File: src/rtl/reg_scoreboard.sv
// reg_scoreboard: ID-stage RAW hazard scoreboard with saturating per-register pending-write counters.
// Address NUM_REGS and above (the PC) is never tracked and never hazards.
module reg_scoreboard #(
    parameter int NUM_REGS = 15,
    parameter int ADDR_W   = 4,
    parameter int CNT_W    = 2
) (
    input  logic                clk,
    input  logic                rst,
    input  logic                issue_valid,
    input  logic                issue_wb_en,
    input  logic [ADDR_W-1:0]   issue_dest,
    input  logic [ADDR_W-1:0]   src1,
    input  logic [ADDR_W-1:0]   src2,
    input  logic                src2_used,
    input  logic                freeze,
    input  logic                wb_valid,
    input  logic [ADDR_W-1:0]   wb_dest,
    input  logic                squash_valid,
    input  logic [ADDR_W-1:0]   squash_dest,
    output logic                hazard,
    output logic                issue_accept,
    output logic [NUM_REGS-1:0] busy_mask,
    output logic                sb_err
);
    localparam int W = CNT_W + 1;
    localparam logic [W-1:0] CNT_MAX = W'((1 << CNT_W) - 1);

    logic [2**ADDR_W-1:0] eff_nz;
    logic [NUM_REGS-1:0]  err_v;
    logic                 sb_err_q, sb_err_d;

    genvar g;
    for (g = 0; g < 2**ADDR_W; g++) begin : g_reg
        if (g < NUM_REGS) begin : g_trk
            logic [CNT_W-1:0] count_q, count_d;
            logic [W-1:0]     sum, sub, diff;
            logic             inc, ret, sq, under, over;
            assign inc   = issue_accept & (issue_dest == ADDR_W'(g));
            assign ret   = wb_valid & (wb_dest == ADDR_W'(g));
            assign sq    = squash_valid & (squash_dest == ADDR_W'(g));
            assign sum   = {1'b0, count_q} + W'(inc);
            assign sub   = W'(ret) + W'(sq);
            assign diff  = sum - sub;
            assign under = sum < sub;
            assign over  = !under && diff > CNT_MAX;
            // a same-cycle retire/squash already frees the data for this decode
            assign eff_nz[g] = {1'b0, count_q} > sub;
            assign err_v[g]  = under | over;
            assign count_d   = under ? '0 : over ? CNT_MAX[CNT_W-1:0] : diff[CNT_W-1:0];
            assign busy_mask[g] = |count_q;
            always_ff @(posedge clk) begin
                count_q <= rst ? '0 : count_d;
            end
        end else begin : g_pc
            assign eff_nz[g] = 1'b0;
        end
    end

    assign hazard       = issue_valid & (eff_nz[src1] | (src2_used & eff_nz[src2]));
    assign issue_accept = issue_valid & issue_wb_en & (int'(issue_dest) < NUM_REGS) & ~hazard & ~freeze;
    assign sb_err_d     = sb_err_q | (|err_v);
    assign sb_err       = sb_err_q;

    always_ff @(posedge clk) begin
        sb_err_q <= rst ? 1'b0 : sb_err_d;
    end
endmodule
File: config.mk
export PLATFORM = sky130hd
export DESIGN_NAME = reg_scoreboard
export DESIGN_NICKNAME = d
export VERILOG_FILES = /design/src/rtl/reg_scoreboard.sv
export SDC_FILE = /design/constraint.sdc
export NUM_CORES = 1
export LEC_CHECK = 0
export BUFFER_PORTS_ARGS = -buffer_cell sky130_fd_sc_hd__clkbuf_2
export CAP_MARGIN = 5
export CORE_MARGIN = 10
export CORE_UTILIZATION = 61
export CTS_CLUSTER_DIAMETER = 80
export CTS_CLUSTER_SIZE = 14
export DETAILED_ROUTE_END_ITERATION = 12
export PLACE_DENSITY = 0.82
export SYNTH_ARGS = -nofsm -noshare
export SYNTH_HDL_FRONTEND = slang
export SYNTH_SLANG_ARGS = --single-unit
File: constraint.sdc
create_clock -name clk -period 7.5 [get_ports clk]
set_clock_uncertainty 0.2 [all_clocks]
set_input_delay 1.5 -clock clk [delete_from_list [all_inputs] [get_ports clk]]
set_output_delay 1.5 -clock clk [all_outputs]
set_load 0.02 [all_outputs]
* Word-level counts from Yosys, hierarchy flattened
Cells that the tools add are included.
** Operators by class
- Add/sub/neg operators :: 45
- Multiply operators :: 0
- Divide/modulo/power cells :: 0
- Order comparisons :: 48
- Eq/ne operators :: 42
- Shifts and indexed selects :: 0
- Muxes and demuxes :: 19
- Bitwise gates (word level) :: 70
- Reduce and logical (&&, ||, !) cells :: 64
** Operators with widths (number)
- $eq A4 B4 Y1 const B :: 21
- $reduce_or A2 Y1 :: 30
- $and A1 B1 Y1 :: 51
- $eq A4 B3 Y1 const B :: 12
- $add A2 B1 Y3 :: 15
- $gt A3 B2 Y1 const B :: 15
- $lt A3 B2 Y1 :: 15
- $sub A3 B2 Y3 :: 15
- $add A1 B1 Y2 :: 15
- $gt A2 B2 Y1 :: 15
- $mux W2 :: 15
- $eq A4 B2 Y1 const B :: 6
- $or A1 B1 Y1 :: 17
- $logic_and A1 B1 Y1 :: 15
- $logic_not A1 Y1 :: 15
- $reduce_or A15 Y1 :: 1
- $eq A4 B1 Y1 const B :: 3
- $logic_not A4 Y1 :: 3
- $lt A4 B5 Y1 const B :: 2
- $bmux W1 S4 :: 2
- $lt A4 B4 Y1 const B :: 1
- $mux W1 :: 2
- $not A1 Y1 :: 2
** Storage, ports and cells
- Register bits after elaboration :: 31
- Latch bits :: 0
- Memory bits (writable) :: 0
- Bits in read-only memories :: 0
- Bits of input ports :: 28
- Logic and storage cells :: 304
- Memories :: 0

* Logic depth before layout (Yosys ltp)
Gate-level depths: netlist (run 1).
- Word-level depth :: 20
- Mapped depth :: 23
- Mapped depth without buffers :: 21

* Worst setup path before layout (run 1)
OpenSTA, ideal clock, no wires.
- Path type :: input -> register
- Start point :: in squash_dest[1]
- End point :: reg sb_err_q, in the netlist sb_err
- Library setup time :: 0.127 ns
- Data arrival time :: 5.703 ns
- Slack :: 1.470 ns
- Cell stages on the path :: 20
- Buffers on the path :: 0
- Cells stage by stage :: or3b_2 > nor3_1 > ha_1 > inv_1 > ha_1 > nor2b_1 > o21ai_0 > a22oi_1 > a221oi_1 > a31o_2 > nand4_4 > nor4_1 > ha_1 > inv_1 > fa_1 > o31ai_1 > nand2_1 > or3b_2 > nor4_1 > a21oi_1
** On the way
- Word-level cells in the longest chain between the ends :: 20
- Elaborated cells on any way between the ends :: 192
- Those cells by class :: 45 x add/sub; 45 x order compare; 14 x eq/ne; 4 x mux; 52 x bitwise; 32 x reduce/logical
** RTL lines
- start: declaration :: RTL line 20 : input logic [ADDR_W-1:0] squash_dest,
- $eq A4 B1 Y1 (tied with other cells) :: RTL line 41 : assign sq = squash_valid & (squash_dest == ADDR_W'(g));
- $and A1 B1 Y1 :: RTL line 41
- $add A1 B1 Y2 :: RTL line 43 : assign sub = W'(ret) + W'(sq);
- $gt A2 B2 Y1 :: RTL line 48 : assign eff_nz[g] = {1'b0, count_q} > sub;
- $bmux W1 S4 :: RTL line 60 : assign hazard = issue_valid & (eff_nz[src1] | (src2_used & eff_nz[src2]));
- $mux W1 (implied by the code) :: RTL line 60
- $and A1 B1 Y1 :: RTL line 60
- $or A1 B1 Y1 :: RTL line 60
- [4 not listed]
- $and A1 B1 Y1 :: RTL line 39 : assign inc = issue_accept & (issue_dest == ADDR_W'(g));
- $add A2 B1 Y3 :: RTL line 42 : assign sum = {1'b0, count_q} + W'(inc);
- $sub A3 B2 Y3 / $lt A3 B2 Y1 (equally long branches) :: RTL line 44, 45
- $gt A3 B2 Y1 / $logic_not A1 Y1 (equally long branches) :: RTL line 46 : assign over = !under && diff > CNT_MAX;
- $logic_and A1 B1 Y1 :: RTL line 46
- $or A1 B1 Y1 :: RTL line 49 : assign err_v[g] = under | over;
- $reduce_or A15 Y1 (*) :: RTL line 62 : assign sb_err_d = sb_err_q | (|err_v);
- $or A1 B1 Y1 (*) :: RTL line 62
- end signal: assignment :: RTL line 66 : sb_err_q <= rst ? 1'b0 : sb_err_d;
- end: declaration :: RTL line 31 : logic sb_err_q, sb_err_d;
Mark *: on every way between the ends. The rest lies on a longest branch, timed or not. The select of a mux whose other input is x is not followed.
A chain may end at the register's enable or synchronous reset.

* Final worst setup path (run 1)
Same ends and word-level chain as after synthesis.

==> results, run 1 <==
- The flow ran to the end, and the final reports show no timing, DRC or antenna violations.
- The number of DRC violations after detailed routing is 0.
- The minimum setup slack among reg-to-reg paths is 2.66 ns.
- The global routing met2 resource utilization is 0.367.
- The number of nets handed over by synthesis was ~660.
- The analysis attributes to net switching a power of 223 uW.
- Measured against its own limit, the worst slew margin works out to 0.598.
- The total overflow left after global routing is 0.
- Summed over all layers, the routed wires come to around 11 mm.
- STA classifies the critical path endpoint as a flip-flop.
- The pre-CTS worst setup slack is 0.648 ns.
- For this design the top-level I/O count stands at 46.
- The synthesized design contains 31 register bits.
- The worst hold path passes through 3 cells.
- For this run, the top clock speed supported by timing is 0.150 GHz.
- The clock tree from TritonCTS is done.
- The initial antenna violation count came to 0.
- The die covers around 11000 um^2.
- The layer flagged by global routing as most heavily used is met2.
- The startpoint identified for the worst register-to-register timing path is g_reg[2].g_trk.count_q[1].
- After detailed placement, the total cell area comes to 4590 um^2.
- The worst register-to-register path ends at sb_err.
- For this run, the register share of the synthesized area comes to 0.145.
- Buffers inserted to repair hold after CTS numbered 0.
- The number of enable-type register cells in the synthesized netlist is 0.
- The analysis attributes to cell leakage a power of 2.20 nW.
- Of the total power, registers draw 0.339.
- The endpoint with the worst hold slack is sb_err.
- The share of synthesized area in the top cell type comes to 0.264.
- Dividing the final minimum period by the clock period gives 0.887.
- After synthesis, the most frequently instantiated cells are 93 x sky130_fd_sc_hd__inv_1, 90 x sky130_fd_sc_hd__ha_1, 41 x sky130_fd_sc_hd__nand2_1, 32 x sky130_fd_sc_hd__a21oi_1, 31 x sky130_fd_sc_hd__dfxtp_1.
- Averaged over all synthesized cells, the footprint is 8.29 um^2.
- The via count of the first global-routing pass is 4141.
- The detailed-route vias per instance is roughly 5.7.
- Counting flops with an async set or reset pin after synthesis yields a share of 0.
- The type of element launching the critical path is an input port.
- The warning count from the yosys run is 0.
- Setup slack on the critical path of the routed design comes to 0.851 ns.
- Adding up every negative setup slack in the final design gives 0 ns.
- The final layout contains 710 nets.
- The smallest clock period supported by the final layout is computed as 6.65 ns.
- Summing all non-filler instances in the final layout gives an area of approximately 4700 um^2.
- The setup violation total in the final timing report is 0.
- The total power per unit cell area is 120 nW/um^2.
- Total power for the finished layout comes to 560 uW.
- The number of levels in the clock H-tree is 2.
- The path type of the worst setup path is in2reg.
- The die is 104 um wide.
- For this run, global-route usage on met1 was measured as 0.255.
- The wire length of the first global-routing pass is roughly 19 mm.
- The switching part of the total is 0.398.
- The startpoint identified for the worst hold timing path is sb_err.
- After technology mapping, the gate count stands at 515.
- The root buffer selected by CTS is sky130_fd_sc_hd__clkbuf_8.
- The number of different library cells used by synthesis comes to 49.
- The required arrival time at the worst endpoint is 7.47 ns.
- The internal power of the cells totals approximately 340 uW.
- The actual transition at the worst max-transition pin is 0.599 ns.
- The floorplan step set the die height to 104 um.
- IR analysis of the VDD net gives a maximum drop of 0.0997 mV.
- The floorplan step defined a core boundary enclosing 6790 um^2.
- Of the cells placed in the final design, the portion with a size suffix greater than 1 is 0.114.
- The repair_antennas step left the layout with diodes totalling 0.
- The congestion estimate from routability-driven global placement came to 0.990.
- The final route contains about 3800 vias.
- The quantity of gates resized following cts is 0.
- Of the total power, the clock network draws 0.259.
- The cell accounting for the most synthesized area is sky130_fd_sc_hd__ha_1.
- The total clock buffers created by CTS is 5.
- The total standard cell area after synthesis is 4270 um^2.
- The tightest min-delay check is of the reg2reg type.
- Setup repair after global routing left no endpoint under its margin.
- The first routing iteration left 172 violations.
- The final number of max-transition violations is 0.
- The starting utilization of the core area is 0.628.
- The number of input and output port buffers inserted is 45.
- The critical path data arrival time is 6.62 ns.
- The detailed-router iteration count before antenna repair is 4.
- The cell with the most instances after synthesis is sky130_fd_sc_hd__inv_1.
- The tool flagged a number of max-cap violations equal to 0.
- Relative to the synthesized area, the layout overhead comes to 9.53%.
- The logic depth of the worst register-to-register path is 17.
- The maximum fanout count along the critical path is 16.
- At the later pin of the worst-skew pair, clock insertion delay measures 0.30 ns.
- In the global route stage, overall resource usage came out at 0.215.
- The pin count of the biggest net entering global routing is 18.
- The number of setup buffers added after CTS is 0.
- The final hold violation count was 0.
- The detail-routed net length per standard cell is 17.2 um.
- The initialized floorplan defines 30 standard-cell rows.
- The met3 routing resource usage after global routing is 0.0570.
- The maximum clock insertion buffer count is 2.
- The most used flip-flop cell after synthesis is sky130_fd_sc_hd__dfxtp_1.
- The detail route stage leaves a number of antenna-violating nets equal to 0.
- The power share of the combinational group is 0.402.
- For this design, the sink count on the clock tree is 31.
- In the post-synthesis netlist, the biggest area contributors are sky130_fd_sc_hd__ha_1 26%, sky130_fd_sc_hd__dfxtp_1 15%, sky130_fd_sc_hd__fa_1 14%.
- Clock-pin slew was measured on the worst setup and hold paths at 0.07 ns.
- The detailed placer's ending HPWL is 9.89 mm.
how the worst max path moves through the flow:
stage	endpoint	cells after the start	start
finish	sb_err	22	squash_dest[1]
global route	sb_err	22	squash_dest[0]
CTS	sb_err	22	squash_dest[0]
detailed placement	sb_err	22	squash_dest[1]
global placement	sb_err	21	wb_dest[0]
floorplan	sb_err	20	squash_dest[1]
critical path: stages:
cell and delay [ns]:
sky130_fd_sc_hd__clkbuf_2 0.10, sky130_fd_sc_hd__or3b_2 0.54, sky130_fd_sc_hd__nor3_1 0.17, sky130_fd_sc_hd__ha_1 0.28, sky130_fd_sc_hd__inv_1 0.07, sky130_fd_sc_hd__ha_1 0.28
sky130_fd_sc_hd__nor2b_1 0.13, sky130_fd_sc_hd__o21ai_0 0.26, sky130_fd_sc_hd__a22oi_1 0.11, sky130_fd_sc_hd__and3_1 0.22, sky130_fd_sc_hd__o21ai_2 0.24, sky130_fd_sc_hd__nand4_4 0.26
sky130_fd_sc_hd__nor3_1 0.41, sky130_fd_sc_hd__ha_1 0.31, sky130_fd_sc_hd__inv_1 0.06, sky130_fd_sc_hd__ha_1 0.15, sky130_fd_sc_hd__inv_1 0.06, sky130_fd_sc_hd__fa_1 0.39
sky130_fd_sc_hd__xor2_1 0.33, sky130_fd_sc_hd__nand4_1 0.22, sky130_fd_sc_hd__nor4_1 0.42, sky130_fd_sc_hd__a21oi_1 0.11
cells in the final DEF, fill, tap and decap left out, drive strengths merged, types with 2 or more instances in the layout:
cell type  Yosys  final
o21ai         15     15
dfxtp         31     31
nor2b         16     16
fa            30     30
nor2          26     26
a22oi          4      4
nor4           8      8
a31oi          4      4
nand3b         5      5
o31ai         14     14
or3b           2      2
o221ai         2      2
a221oi         2      2
nand4          6      6
xnor2         14     14
ha            90     90
a21oi         32     32
or2            3      3
nor3          23     23
clkbuf         4     51
nand2         41     41
nand3          9      9
inv           94     94
nand2b        23     23
final cells by class:
| cell class | instances | area [um^2] |
|---|---|---|
| inverters | 94 | 353 |
| clock buffers | 6 | 82.6 |
| repair buffers | 45 | 225 |
| clock inverters | 1 | 5.00 |
| fillers | 562 | 2120 |
| well taps | 96 | 120 |
| multi-input cells | 385 | 3270 |
| flip-flops and latches | 31 | 621 |
power groups by stage:
stage | sequential [mW] | clock (mW) | combinational, mW
2_1_floorplan | 0.190 | 0 | 0.152
3_3_place_gp | 0.192 | 0 | 0.214
3_5_place_dp | 0.193 | 0 | 0.222
4_1_cts | 0.189 | 0.143 | 0.224
5_1_grt | 0.191 | 0.151 | 0.254
6_report | 0.189 | 0.145 | 0.225
flip-flops by register name, summed over array words and instances, names as in the netlist:
signal and flops:
g.g_trk.count_q 30, sb_err 1
cells by family after synthesis:
| group | after synthesis | share of synthesized area |
|---|---|---|
| compound gates | 85 | 0.128 |
| xor+xnor | 15 | 0.0308 |
| fa+ha+maj | 120 | 0.404 |
| buf+inv | 99 | 0.0888 |
| flops | 31 | 0.145 |
| simple gates | 165 | 0.203 |
through the flow:
| step | cells | hold slack (ns) | util |
|---|---|---|---|
| after global routing | 658 | 0.583 | 0.688 |
| after global placement | 651 | 0.479 | 0.675 |
| after detailed placement | 651 | 0.488 | 0.675 |
| after floorplan | 515 | 0.522 | - |
| final | 658 | 0.517 | 0.688 |
| after CTS | 658 | 0.507 | 0.688 |
routing by layer:
metal	vias to the layer above	part of all wire
met5	-	0
met4	0	0.022
met3	23	0.069
met2	116	0.48
met1	1780	0.43
li1	1855	-
No activity file was read; power rests on OpenSTA's default activity.
==> run 2, diff against run 1 <==
- CORE_UTILIZATION: 61 -> 30
- PLACE_DENSITY: 0.82 -> unset
==> run 2 against run 1 <==
Effect of this change: sequential power hardly changed; sequential cell count did not move; combinational power about the same; die area up 81%; total power increased by 18%; worst setup slack worse by 0.029 ns; critical path type unchanged; largest cell class unchanged; highest routed layer unchanged.
==> results, run 2 (same netlist as run 1, synthesis figures left out) <==
- Run status: completed (unchanged).
- The number of flip-flops under the largest register name is 30 (unchanged).
- The final critical-path share of the clock period is 0.890 (was 0.887).
- The path category of the worst min-delay check is reg2reg (unchanged).
- The fraction of layout cells with a size suffix above 1 is 0.115 (was 0.114).
- The total number of nets in the final design is 710 (unchanged).
- The static power due to leakage came to 2.24 nW (was 2.20 nW).
- The total global routing track utilization is 0.124 (was 0.215).
- The required arrival time at the worst endpoint is 7.44 ns (was 7.47 ns).
- The final hold violation count is 0 (unchanged).
- The count of routing violations after the opening detailed-route iteration is 297 (was 172).
- The area of the multi-input gates is 3270 um^2 (unchanged).
- The cell-internal power is 430 uW (was 337 uW).
- The quantity of gates resized following cts is 0 (unchanged).
- The number of cells in the finished layout apart from fillers is 744 (was 658).
- The core area is 13900 um^2 (was 6790 um^2).
- The detailed placer's ending HPWL is 10.8 mm (was 9.89 mm).
- The register clock-pin slew on the reported worst setup and hold paths is 0.06 ns (was 0.07 ns).
- The overall power consumption is 662 uW (was 560 uW).
- The number of cells after detailed placement was 735 (was 651).
- The setup violation total in the final timing report was 0 (unchanged).
- The shortest clock period the worst path allows after layout is 6.68 ns (was 6.65 ns).
- The most flop-heavy register was g.g_trk.count_q (unchanged).
- The register share of total power is 0.287 (was 0.339).
- The number of top-level pins is 46 (unchanged).
- The final number of max-transition violations is 0 (unchanged).
- The via count of the first global-routing pass is 3942 (was 4141).
- The detail-routed net length per standard cell is 16.6 um (was 17.2 um).
- The post-place instance area came to 4690 um^2 (was 4590 um^2).
- The critical path data arrival time is 6.62 ns (about the same).
- The clock tree from TritonCTS is done (unchanged).
- The share of total power in the clock network is 0.371 (was 0.259).
- The actual transition at the worst max-transition pin is 0.576 ns (was 0.599 ns).
- The maximum fanout count along the critical path is 16 (unchanged).
- The type of element launching the critical path was an input port (unchanged).
- The aggregate negative setup slack came to 0 ns (unchanged).
- The pre-CTS worst setup slack is 0.606 ns (was 0.648 ns).
- The TritonCTS sink count was 31 (unchanged).
- The horizontal extent of the die was 139 um (was 104 um).
- The setup slack after layout is 0.822 ns (was 0.851 ns).
- The switching part of the total is 0.351 (was 0.398).
- The initial antenna violation count came to 1 (was 0).
- The wire length of the first global-routing pass is 19.9 mm (was 19.2 mm).
- The tightest slew margin relative to the limit is 0.612 (was 0.598).
- The die outline height was 139 um (was 104 um).
- The maximum clock insertion buffer count is 2 (unchanged).
- Leading cell types in the layout, fill and taps excluded: 93 x sky130_fd_sc_hd__inv_1, 90 x sky130_fd_sc_hd__ha_1, 45 x sky130_fd_sc_hd__clkbuf_2, 41 x sky130_fd_sc_hd__nand2_1, 32 x sky130_fd_sc_hd__a21oi_1 (unchanged).
- The most common cell after layout, fill and taps aside is sky130_fd_sc_hd__inv_1 (unchanged).
- The total congestion overflow after global routing was 0 (unchanged).
- The register area is 621 um^2 (unchanged).
- The residual antenna-violating net count after detailed routing is 0 (unchanged).
- The total clock buffers created by CTS is 5 (unchanged).
- The net switching power was 233 uW (was 223 uW).
- The type of destination of the critical path is a flip-flop (unchanged).
- The die footprint is 19400 um^2 (was 10700 um^2).
- The area growth from synthesis to layout was 14.1% (was 9.53%).
- The clock network latency to the later pin of the worst-skew pair is 0.28 ns (was 0.30 ns).
- The number of max-cap violations is 0 (unchanged).
- The worst hold slack came to 0.560 ns (was 0.517 ns).
- The number of levels in the clock H-tree is 2 (unchanged).
- The pin count of the biggest net entering global routing was 18 (unchanged).
- The design area was 4870 um^2 (was 4680 um^2).
- The wire length after detailed routing came to 12.4 mm (was 11.3 mm).
- The detailed-route vias per instance is 5.14 (was 5.74).
- The path type of the worst setup path is in2reg (unchanged).
- The starting utilization of the core area is 0.306 (was 0.628).
- The post-route core utilization came to 0.349 (was 0.688).
- The number of DRC violations after detailed routing is 0 (unchanged).
- The number of input and output port buffers inserted is 45 (unchanged).
- The total power per unit cell area was 136 nW/um^2 (was 120 nW/um^2).
- The cell row count is 43 (was 30).
- The via total after detailed routing is 3824 (was 3774).
- Unrepaired setup endpoints after global routing: no (unchanged).
- The power share of the combinational group is 0.342 (was 0.402).
- The number of inserted filler cells in the final layout was 1434 (was 562).
- The top achievable clock speed came to 0.150 GHz (about the same).
- The post-CTS setup buffer count is 0 (unchanged).
- The largest vdd supply drop is 0.0954 mV (was 0.0997 mV).
- The detailed-router iteration count before antenna repair is 5 (was 4).
- The last weighted congestion value of the routability-driven placer is 0.879 (was 0.990).
- The total of hold buffers inserted after clock tree synthesis is 0 (unchanged).
- The root buffer selected by CTS is sky130_fd_sc_hd__clkbuf_16 (was sky130_fd_sc_hd__clkbuf_8).
## run 2: cell types whose count changed in the layout (fill, tap and decap cells not counted), sizes merged
cell,previous run,this run
bufinv,0,1
diode,0,1
## run 2: per-layer routing
| metal | wire length [um] | global-route usage | vias up |
|---|---|---|---|
| li1 | - | - | 1842 |
| met1 | 5590 | 0.159 | 1837 |
| met2 | 5720 | 0.209 | 127 |
| met3 | 823 | 0.0231 | 18 |
| met4 | 238 | 0.0302 | 0 |
| met5 | 0 | 0 | - |
## run 2: layout make-up
type | count | area share
Multi-Input combinational cell | 385 | 0.671
Sequential cell | 31 | 0.127
Inverter | 94 | 0.0725
Timing Repair Buffer | 45 | 0.0462
Tap cell | 180 | 0.0462
Clock buffer | 6 | 0.0285
Clock inverter | 2 | 0.00719
Antenna cell | 1 | 0.000514
## run 2: worst paths after layout
kind                                                start  endpoint  cells after the start  slack, ns
worst max-delay path                             wb_valid    sb_err                     21       0.82
worst min-delay path                               sb_err    sb_err                      3       0.56
worst max register to register  g_reg[2].g_trk.count_q[1]    sb_err                     16       2.68
worst min register to register                     sb_err    sb_err                      3       0.56
## run 2: power by group through the flow
stage	sequential [mW]	combinational [mW]	clock, mW
2_1_floorplan	0.190	0.152	0
3_3_place_gp	0.193	0.219	0
6_report	0.190	0.227	0.246
3_5_place_dp	0.193	0.227	0
5_1_grt	0.192	0.257	0.253
4_1_cts	0.190	0.228	0.248
## run 2: worst max-delay path, cell delays in order
cell	delay, ns
sky130_fd_sc_hd__clkbuf_2	0.14
sky130_fd_sc_hd__nand2_1	0.16
sky130_fd_sc_hd__nor4_1	0.30
sky130_fd_sc_hd__ha_1	0.33
sky130_fd_sc_hd__inv_1	0.07
sky130_fd_sc_hd__ha_1	0.28
sky130_fd_sc_hd__nor2b_1	0.13
sky130_fd_sc_hd__o21ai_0	0.39
sky130_fd_sc_hd__o221ai_1	0.20
sky130_fd_sc_hd__a221oi_1	0.33
sky130_fd_sc_hd__a31o_2	0.20
sky130_fd_sc_hd__nand4_4	0.23
sky130_fd_sc_hd__nor4_1	0.36
sky130_fd_sc_hd__ha_1	0.25
sky130_fd_sc_hd__inv_1	0.06
sky130_fd_sc_hd__fa_1	0.43
sky130_fd_sc_hd__o31ai_1	0.32
sky130_fd_sc_hd__nand2_1	0.08
sky130_fd_sc_hd__or3b_2	0.49
sky130_fd_sc_hd__nor4_1	0.28
sky130_fd_sc_hd__a21oi_1	0.11
==> run 3, diff against run 2 <==
- clock period: 7.5 -> 7.39 ns (I/O delays scaled with it)
==> run 3 against run 2 <==
Effect of this change: core utilization about the same; sequential power about the same; wire length decreased by 0.53%; first-iteration DRC count decreased by 3.4%; sequential share of layout area about the same; combinational power about the same; register-to-register slack got worse by 0.10 ns; non-clock buffer count unchanged; total power increased by 1.3%; die area unchanged; clock-buffer cell count unchanged; critical path type unchanged; critical endpoint unchanged.
==> results, run 3 (same netlist as run 1, synthesis figures left out) <==
- The combined buffer and inverter count along the critical path is 3 (unchanged).
- The count of routing violations after the opening detailed-route iteration is 287 (was 297).
- The core area came to 13900 um^2 (unchanged).
- Leading cell types in the layout, fill and taps excluded: 93 x sky130_fd_sc_hd__inv_1, 90 x sky130_fd_sc_hd__ha_1, 45 x sky130_fd_sc_hd__clkbuf_2, 41 x sky130_fd_sc_hd__nand2_1, 32 x sky130_fd_sc_hd__a21oi_1 (unchanged).
- The path type of the worst setup path is in2reg (unchanged).
- The aggregate negative setup slack is 0 ns (unchanged).
- The critical path data arrival time is 6.55 ns (was 6.62 ns).
- The root buffer selected by CTS is sky130_fd_sc_hd__clkbuf_16 (unchanged).
- The die footprint is 19400 um^2 (unchanged).
- The initial antenna violation count was 0 (was 1).
- The clock tree from TritonCTS is done (unchanged).
- The post-CTS setup buffer count is 0 (unchanged).
- The cell row count is 43 (unchanged).
- Based on the critical path, the design can be clocked at up to 0.151 GHz.
- The number of max-cap violations was 0 (unchanged).
- The total number of nets in the final design came to 710 (unchanged).
- The total congestion overflow after global routing is 0 (unchanged).
- The path category of the worst min-delay check is reg2reg (unchanged).
- The tightest slew margin relative to the limit is 0.619 (was 0.612).
- The number of top-level pins was 46 (unchanged).
- The actual transition at the worst max-transition pin was 0.565 ns (was 0.576 ns).
- The most common cell after layout, fill and taps aside is sky130_fd_sc_hd__inv_1 (unchanged).
- The final number of max-transition violations is 0 (unchanged).
- The last weighted congestion value of the routability-driven placer is 0.879 (about the same).
- The via total after detailed routing came to 3776 (was 3824).
- The via count of the first global-routing pass is 3894 (was 3942).
- The maximum clock insertion buffer count is 2 (unchanged).
- The worst hold slack is 0.575 ns (was 0.560 ns).
- The die outline height is 139 um (unchanged).
- The number of input and output port buffers inserted is 45 (unchanged).
- The critical path's slowest cell is sky130_fd_sc_hd__or3b_2 (unchanged).
- The largest vdd supply drop is 0.0894 mV (was 0.0954 mV).
- The register clock-pin slew on the reported worst setup and hold paths is 0.06 ns (about the same).
- Unrepaired setup endpoints after global routing: no (unchanged).
- The quantity of gates resized following cts came to 0 (unchanged).
- The critical path's top delay family is simple AND/OR/NAND/NOR gates (unchanged).
- The shortest clock period the worst path allows after layout is 6.60 ns.
- The total global routing track utilization is 0.125 (was 0.124).
- The wire length of the first global-routing pass is 19.9 mm (about the same).
- The design area is 4870 um^2 (about the same).
- The worst hold path cell count came to 3 (unchanged).
- The number of inserted diodes is 0 (was 1).
- The worst min-delay path startpoint is sb_err (unchanged).
- The capture point of the worst reg-to-reg path is sb_err (unchanged).
- The type of element launching the critical path was an input port (unchanged).
- The number of levels in the clock H-tree is 2 (unchanged).
- The total of hold buffers inserted after clock tree synthesis came to 0 (unchanged).
- The pin count of the biggest net entering global routing came to 18 (unchanged).
- The number of DRC violations after detailed routing is 0 (unchanged).
- In the finished design, the share of the clock period the worst path needs comes to 0.893.
- The detailed-router iteration count before antenna repair was 5 (unchanged).
- The detailed placer's ending HPWL is 10.8 mm (about the same).
- The wire length after detailed routing came to 12.3 mm (was 12.4 mm).
- The most flop-heavy register is g.g_trk.count_q (unchanged).
- The worst setup path startpoint is wb_valid (unchanged).
- The setup violation total in the final timing report is 0 (unchanged).
- The logic depth of the worst register-to-register path was 16 (unchanged).
- The detailed-route vias per instance is 5.08 (was 5.14).
- The static power due to leakage is 2.24 nW (about the same).
- The total clock buffers created by CTS was 5 (unchanged).
- The type of destination of the critical path was a flip-flop (unchanged).
- The starting utilization of the core area is 0.306 (unchanged).
- The clock network latency to the later pin of the worst-skew pair was 0.28 ns (about the same).
- The post-place instance area is 4690 um^2 (unchanged).
- The fraction of layout cells with a size suffix above 1 was 0.115 (unchanged).
- The minimum setup slack among reg-to-reg paths was 2.58 ns (was 2.68 ns).
- The launch instance of the worst register-to-register path is g_reg[2].g_trk.count_q[1] (unchanged).
- The residual antenna-violating net count after detailed routing is 0 (unchanged).
- The final hold violation count came to 0 (unchanged).
- The required arrival time at the worst endpoint was 7.33 ns (was 7.44 ns).
- The detail-routed net length per standard cell is 16.6 um (about the same).
- The peak per-stage delay on the critical path is 0.49 ns (about the same).
- The number of flip-flops under the largest register name is 30 (unchanged).
- The post-route core utilization came to 0.349 (about the same).
- The horizontal extent of the die came to 139 um (unchanged).
- CP cell instances: clkbuf_2 -> nand2_1 -> nor4_1 -> ha_1 -> inv_1 -> ha_1 -> nor2b_1 -> o21ai_0 -> o221ai_1 -> a221oi_1 -> a31o_2 -> nand4_4 -> nor4_1 -> ha_1 -> inv_1 -> fa_1 -> o31ai_1 -> nand2_1 -> or3b_2 -> nor4_1 -> a21oi_1 (unchanged).
- Run status: completed (unchanged).
- The TritonCTS sink count is 31 (unchanged).
- The total power per unit cell area came to 138 nW/um^2 (was 136 nW/um^2).
- The area growth from synthesis to layout is 14.0% (was 14.1%).
- The maximum fanout count along the critical path is 16 (unchanged).
- The endpoint with the worst hold slack is sb_err (unchanged).
run 3: cell count changes in the layout (fill, tap and decap cells not counted), sizes merged:
| cell | before | now |
|---|---|---|
| diode | 1 | 0 |
run 3: worst max path at each step:
stage,endpoint,slack (ns),cells past startpoint
after CTS,sb_err,0.74,21
after global placement,sb_err,0.49,20
after floorplan,sb_err,1.38,20
after global routing,sb_err,0.32,21
after detailed placement,sb_err,0.46,21
final,sb_err,0.79,21
run 3: where the power goes:
part	total, mW	switching (mW)	internal (mW)
Combinational	0.230	0.142	0.0870
Sequential	0.193	0.0115	0.181
Clock	0.249	0.0810	0.168
Total	0.671	0.235	0.436
run 3: area by class of cell:
| cell class | count | area (um^2) |
|---|---|---|
| Fill cell | 1433 | 9070 |
| Multi-Input combinational cell | 385 | 3270 |
| Sequential cell | 31 | 621 |
| Inverter | 94 | 353 |
| Timing Repair Buffer | 45 | 225 |
| Tap cell | 180 | 225 |
| Clock buffer | 6 | 139 |
| Clock inverter | 2 | 35.0 |
run 3: layer usage:
metal	GRT usage	up-vias	share of wire
met5	0	-	0
met4	0.0329	0	0.022
met3	0.0204	21	0.053
met2	0.210	120	0.46
met1	0.161	1793	0.46
li1	-	1842	-
run 3: tightest hold or removal path, stage by stage (launching register included):
cell                       delay [ns]
sky130_fd_sc_hd__dfxtp_1         0.41
sky130_fd_sc_hd__nand4b_1        0.15
sky130_fd_sc_hd__nor4_1          0.05
sky130_fd_sc_hd__a21oi_1         0.12
run 3: metrics by stage:
stage                     power, mW  setup slack [ns]  std cells
after floorplan               0.347              1.38        515
final                         0.671             0.789        743
after global placement        0.417             0.489        735
after detailed placement      0.426             0.459        735
after CTS                     0.675             0.741        743
after global routing          0.710             0.321        743
